## config.mk

```make
export PLATFORM = sky130hd
export DESIGN_NAME = cardinal_ring_out_arbiter
export DESIGN_NICKNAME = d
export VERILOG_FILES = /design/src/rtl/cardinal_ring_out_arbiter.sv
export SDC_FILE = /design/constraint.sdc
export NUM_CORES = 1
export LEC_CHECK = 0
export CELL_PAD_IN_SITES_DETAIL_PLACEMENT = 0
export CELL_PAD_IN_SITES_GLOBAL_PLACEMENT = 2
export CORE_MARGIN = 5
export CORE_UTILIZATION = 34
export CTS_CLUSTER_DIAMETER = 30
export DETAILED_ROUTE_END_ITERATION = 10
export PLACE_DENSITY = 0.95
export SYNTH_ARGS = -nofsm -noshare
export SYNTH_HDL_FRONTEND = slang
export SYNTH_SLANG_ARGS = --single-unit
```

## constraint.sdc

```tcl
create_clock -name clk -period 11 [get_ports clk]
set_input_delay 2.2 -clock clk [delete_from_list [all_inputs] [get_ports clk]]
set_output_delay 2.2 -clock clk [all_outputs]
set_load 0.01 [all_outputs]
```

## src/rtl/cardinal_ring_out_arbiter.sv

```systemverilog
`default_nettype none
// ============================================================================
// Module   : cardinal_ring_out_arbiter
// Brief    : Per-direction output arbiter with one-entry VC0/VC1 buffers and
//            polarity-phased draining onto the outbound ring link.
// Revision : 1.0 - initial release
// ============================================================================
module cardinal_ring_out_arbiter #(
    parameter int DATA_W = 64,
    parameter int CNT_W  = 16
) (
    input  logic              clk,
    input  logic              reset,
    output logic              polarity,
    input  logic              ring_req,
    input  logic [DATA_W-1:0] ring_data,
    output logic              ring_gnt,
    input  logic              local_req,
    input  logic [DATA_W-1:0] local_data,
    output logic              local_gnt,
    output logic              out_so,
    input  logic              out_ro,
    output logic [DATA_W-1:0] out_data,
    output logic [CNT_W-1:0]  sent_cnt
);

    localparam logic c_PRIO_RING = 1'b0;

    logic              r_polarity;
    logic [1:0]        r_full;
    logic [1:0]        r_prio;
    logic [DATA_W-1:0] r_buf [2];
    logic [CNT_W-1:0]  r_sent_cnt;

    logic              w_ring_vc;
    logic              w_local_vc;
    logic              w_ring_elig;
    logic              w_local_elig;
    logic              w_fill_vc;
    logic              w_contend;
    logic              w_ring_gnt;
    logic              w_local_gnt;
    logic              w_fill;
    logic              w_drain;
    logic [DATA_W-1:0] w_fill_data;

    // Only the VC opposite the current phase may fill, so both requesters
    // can only ever contend for the same buffer.
    always_comb begin
        w_ring_vc    = ring_data[0];
        w_local_vc   = local_data[0];
        w_fill_vc    = ~r_polarity;
        w_ring_elig  = ring_req  & ~r_full[w_ring_vc]  & (w_ring_vc  != r_polarity);
        w_local_elig = local_req & ~r_full[w_local_vc] & (w_local_vc != r_polarity);
        w_contend    = w_ring_elig & w_local_elig;
        w_ring_gnt   = w_ring_elig & (~w_local_elig | (r_prio[w_fill_vc] == c_PRIO_RING));
        w_local_gnt  = w_local_elig & ~w_ring_gnt;
        w_fill       = w_ring_gnt | w_local_gnt;
        w_fill_data  = w_ring_gnt ? ring_data : local_data;
        w_drain      = r_full[r_polarity] & out_ro;
    end

    always_ff @(posedge clk or negedge reset) begin
        if (!reset) begin
            r_polarity <= 1'b0;
            r_full     <= 2'b00;
            r_prio     <= {2{c_PRIO_RING}};
            r_sent_cnt <= '0;
        end else begin
            r_polarity <= ~r_polarity;
            if (w_drain) begin
                r_full[r_polarity] <= 1'b0;
                r_sent_cnt         <= r_sent_cnt + CNT_W'(1);
            end
            if (w_fill) begin
                r_full[w_fill_vc] <= 1'b1;
            end
            // Loser of a contended cycle gets priority next time.
            if (w_contend) begin
                r_prio[w_fill_vc] <= ~r_prio[w_fill_vc];
            end
        end
    end

    // Payload storage needs no reset; it is masked by the full flags.
    always_ff @(posedge clk) begin
        if (w_fill) begin
            r_buf[w_fill_vc] <= w_fill_data;
        end
    end

    assign polarity  = r_polarity;
    assign ring_gnt  = w_ring_gnt;
    assign local_gnt = w_local_gnt;
    assign out_so    = w_drain;
    assign out_data  = r_full[r_polarity] ? r_buf[r_polarity] : '0;
    assign sent_cnt  = r_sent_cnt;

endmodule
`default_nettype wire

```

# After elaboration in Yosys (flattened, before gate mapping)
# Memories as Yosys holds them, arrays and structs flattened.
# Cells that the tools add are included.
totals:
  reg_bits: 21
  ram_bits: 128
  input_bits: 133
  out_inout_bits: 84
  wordCells: 54
  mem_count: 1
op_classes:
  n_addsub: 1
  n_lt_le_gt_ge: 6
  n_eq_ne: 2
  muxes: 19
  bitwise_logic: 19
  n_reduce_logical: 2
mem_list:
  columns: ["name", "depth", "width", "rd", "rd_ports_with_merged_regs", "wr", "line_no", "source"]
  rows:
  - ["r_buf", 2, 64, 1, 0, 1, "32", "logic [DATA_W-1:0] r_buf [2];"]
ops:
  columns: ["cell", "count"]
  rows:
  - ["64-bit two-way mux", 2]
  - ["16-bit by 1-bit adder with 16-bit output (second input constant)", 1]
  - ["1-bit two-way mux", 12]
  - ["1-bit AND", 8]
  - ["1-bit by 2-bit less-than comparator with 1-bit output (second input constant)", 4]
  - ["1-bit NOT", 6]
  - ["2-bit two-way mux", 2]
  - ["2-bit AND", 1]
  - ["2-bit bitwise mux", 1]
  - ["1-bit demux with 1-bit select", 2]
  - ["1-bit >= comparator (second input constant)", 2]
  - ["1-bit logical AND", 2]
  - ["1-bit != test", 2]
  - ["2-bit NOT", 1]
  - ["1-bit OR", 2]
  - ["2-bit OR", 1]

# Logic depth before layout (Yosys ltp)
depth:
  word_depth: 13
  depth_mapped: 7

# Least setup slack after synthesis
# Ideal clock, no wire load.
synth_path:
  path_kind: "in2reg"
  startpoint: "input port ring_data[0]"
  endpoint: "memory r_buf[0][0], enable pin"
  setup_time_ns: 0.508
  arrival_time_ns: 5.731
  t_required_ns: 10.492
  setup_slack_ns: 4.760
  cell_stages: 3
  n_path_buf: 0
  path_cell_list: "nor3b_1 o21ai_0 a21oi_1"
synth_between:
  elab_chain_len: 11
  word_cells_on_any_way: 12
synth_lines:
  columns: ["item", "line_no", "source"]
  rows:
  - ["start, declared", "16", "input logic [DATA_W-1:0] ring_data,"]
  - ["1-bit two-way mux (not written as such) (2 in a row)", "53", "w_ring_elig = ring_req & ~r_full[w_ring_vc] & (w_ring_vc != r_polarity);"]
  - ["1-bit NOT", "53", null]
  - ["1-bit AND", "53", null]
  - ["1-bit AND (*)", "53", null]
  - ["1-bit AND (*)", "56", "w_ring_gnt = w_ring_elig & (~w_local_elig | (r_prio[w_fill_vc] == c_PRIO_RING));"]
  - ["1-bit NOT", "57", "w_local_gnt = w_local_elig & ~w_ring_gnt;"]
  - ["1-bit AND", "57", null]
  - ["1-bit OR (*)", "58", "w_fill = w_ring_gnt | w_local_gnt;"]
  - ["1-bit two-way mux (*)", "87", "if (w_fill) begin"]
  - ["1-bit two-way mux (not written as such) (*)", "88", "r_buf[w_fill_vc] <= w_fill_data;"]
  - ["end, declared", "32", null]
# Every way passes the cells marked *; elsewhere a longest branch is shown, timed or not. The select of a mux whose other input is x is not followed.

# Worst setup path after layout
layout_path:
  startpoint: "input port local_data[0]"
  endpoint: "output port ring_gnt"
layout_between:
  elab_chain_len: 8
  word_cells_on_any_way: 9
layout_lines:
  columns: ["item", "line_no", "source"]
  rows:
  - ["start, declared", "19", "input logic [DATA_W-1:0] local_data,"]
  - ["1-bit two-way mux (not written as such) (2 in a row)", "54", "w_local_elig = local_req & ~r_full[w_local_vc] & (w_local_vc != r_polarity);"]
  - ["1-bit NOT", "54", null]
  - ["1-bit AND", "54", null]
  - ["1-bit AND (*)", "54", null]
  - ["1-bit NOT (*)", "56", null]
  - ["1-bit OR (*)", "56", null]
  - ["1-bit AND (*)", "56", null]
  - ["end, declared", "17", "output logic ring_gnt,"]
# Marks and branches as above.

==> results.sh <==
export IMPL_post_drt_wl_per_cell_um=16.4
export IMPL_track_usage=0.135
export IMPL_yosysSeqAreaShare=0.644
export IMPL_ys_flop_type="edfxtp_1"
export IMPL_synth_edf_count=128
export IMPL_drt_iter0_drc=155
export IMPL_layout_drive_gt1_share=0.163
export IMPL_place_congestion=0.736
export IMPL_start_util=0.347
export IMPL_ant_nets=0
export IMPL_root_buffer="clkbuf_16"
export IMPL_coreArea_um2=19500
export IMPL_viasPerCell=4.58
export IMPL_maxCapViolCount=0
export IMPL_whs_ns=0.476
export IMPL_cts_resized=0
export IMPL_wl_met3_um=1190
export IMPL_wl_met1_um=6120
export IMPL_ys_types=31
export IMPL_cts_setup_buffers=0
export IMPL_leakage_nw=4.08
export IMPL_die_w_um=151
export IMPL_relSlewSlack=0.371
export IMPL_wl_met2_um=7700
export IMPL_cts_buffers_inserted=17
export IMPL_layout_setup_ws_ns=4.74
export IMPL_synth_seq_cells=149
export IMPL_antenna_found_initial=0
export IMPL_required_ns=8.80
export IMPL_clock_sinks=149
export IMPL_cts_tree="built"
export IMPL_cp_arrival_ns=4.06
export IMPL_slew_violations=0
export IMPL_worstPathMaxFanout=7
export IMPL_nNetsFinal=785
export IMPL_power_per_cell_area_nw_per_um2=162
export IMPL_area_growth_pct=45.3
export IMPL_die_h_um=151
export IMPL_ctsHoldBuffers=0
export IMPL_finalCritPeriodShare=0.569
export IMPL_status="complete, no violations"
export IMPL_clockBufferDepth=2
export IMPL_overflow=0
export IMPL_grt_max_degree=66
export IMPL_ys_warn_count=0
export IMPL_clk_pin_slew_ns=0.06
export IMPL_hold_viol_final=0
export IMPL_worstSkewPairLatency_ns=0.41
export IMPL_final_setup_skew_ns=0.00605
export IMPL_ir_worst_vdd_uv=98.5
export IMPL_hp_class="flip-flop to flip-flop"
export IMPL_dr_pass1_iters=4
export IMPL_grt_pass1_vias=4544
export IMPL_netlist_instances=433
export IMPL_vias=4252
export IMPL_dp_slack_ns=4.73
export IMPL_start_kind="primary input"
export IMPL_row_count=51
export IMPL_synth_area_um2=6780
export IMPL_tns_ns=0
export IMPL_syn_num_nets=567
export IMPL_ios=217
export IMPL_dp_hpwl_um=11000
export IMPL_async_flop_share=0.141
export IMPL_min_period_ns=6.26
export IMPL_drc=0
export IMPL_maxUsedRoutingLayer="met4"
export IMPL_grt_pass1_wl_um=23500
export IMPL_final_setup_viol_count=0
export IMPL_die_area_um2=22900
export IMPL_end_kind="output port"
export IMPL_htreeDepth=4
export IMPL_num_antenna_cells=0
export IMPL_synth_avg_cell_area_um2=15.7
export IMPL_tightest_slew_ns=0.940
export IMPL_fmax_mhz=160
export IMPL_path_class="primary input to output port"
export IMPL_rsz0062_at_grt="false"
export IMPL_wl_um=15200
export IMPL_portBuffers=216
==> layout by cell type (no fill, tap or decap), drive strengths merged, types with 3 or more instances in the layout <==
master / count
nor2: 65
xor2: 5
a21oi: 3
o21ai: 4
clkinv: 5
mux2: 65
nor3: 3
mux2i: 66
clkdlybuf4s50: 216
edfxtp: 128
buf: 6
and3: 3
clkbuf: 18
nor3b: 5
dfrtp: 21
xnor2: 12
nand4: 7
bufinv: 5
nand2: 10
inv: 5
==> logic make-up after synthesis <==
logic type | count (synthesis) | synth area share
muxes | 131 | 0.232
AOI/OAI and AO/OA | 10 | 0.00904
xor gates and xnor gates | 17 | 0.0220
buffers and inverters | 26 | 0.0242
DFF | 149 | 0.644
adders and majority gates | 1 | 0.00184
and+or+nand+nor | 99 | 0.0664
==> power breakdown <==
group | total [mW] | leakage (nW) | internal, mW | switching (mW)
Combinational | 0.292 | 2.32 | 0.169 | 0.123
Sequential | 0.690 | 1.46 | 0.663 | 0.0272
Clock | 0.614 | 0.306 | 0.401 | 0.213
Total | 1.60 | 4.08 | 1.23 | 0.363
==> cell type report <==
| class | count | area, um2 |
|---|---|---|
| Inverter | 3 | 11.3 |
| Clock buffer | 18 | 429 |
| Timing Repair Buffer | 222 | 2210 |
| Tap cell | 265 | 332 |
| Multi-Input combinational cell | 258 | 2300 |
| Clock inverter | 13 | 205 |
| Fill cell | 1693 | 9670 |
| Sequential cell | 149 | 4370 |
==> cells in the mapped netlist (5+ instances only) <==
library cell | number | area, um2
edfxtp_1 | 128 | 3840
mux2i_1 | 66 | 661
nor2_1 | 65 | 244
mux2_4 | 49 | 736
dfrtp_1 | 21 | 526
mux2_2 | 15 | 169
xnor2_1 | 12 | 105
buf_2 | 11 | 55.1
nand2_1 | 10 | 37.5
buf_6 | 7 | 78.8
nand4_1 | 7 | 43.8
clkbuf_1 | 5 | 18.8
xor2_1 | 5 | 43.8
==> flip-flops by register name (all words and copies together), names as in the netlist <==
| name | cells |
|---|---|
| r_buf | 128 |
| sent_cnt | 16 |
| r_full | 2 |
| r_prio | 2 |
| polarity | 1 |
==> path summary, 6_finish.rpt <==
check                               from           end  slack, ns  depth (start not counted)
setup / recovery           local_data[0]      ring_gnt       4.74                          6
setup reg to reg                polarity   r_buf[0][2]       6.89                          7
max in group asynchronous          reset      polarity       8.00                          1
min in group asynchronous          reset   sent_cnt[0]       2.32                          1
hold reg to reg             sent_cnt[15]  sent_cnt[15]       0.48                          1
hold / removal              sent_cnt[15]  sent_cnt[15]       0.48                          1
==> metal layers <==
layer  vias up  track usage
li1       2037            -
met1      2049        0.158
met2       152        0.231
met3        14       0.0461
met4         0       0.0449
met5         -            0
==> worst max-delay path, stage by stage <==
cell and delay, ns:
clkdlybuf4s50_1 0.44, nor3b_2 0.18, o21ai_2 0.47, o21ai_4 0.15, inv_1 0.09, clkdlybuf4s50_1 0.53
==> metrics by stage <==
step / cells / instance area, um2 / utilization / total power [mW]
after floorplan: 433 / 6780 / - / 0.832
after global placement: 897 / 9220 / 0.472 / 0.990
after detailed placement: 897 / 9220 / 0.472 / 0.999
after CTS: 928 / 9850 / 0.505 / 1.62
after global routing: 928 / 9850 / 0.505 / 1.67
final: 928 / 9850 / 0.505 / 1.60
(Power assumes the default switching activity.)
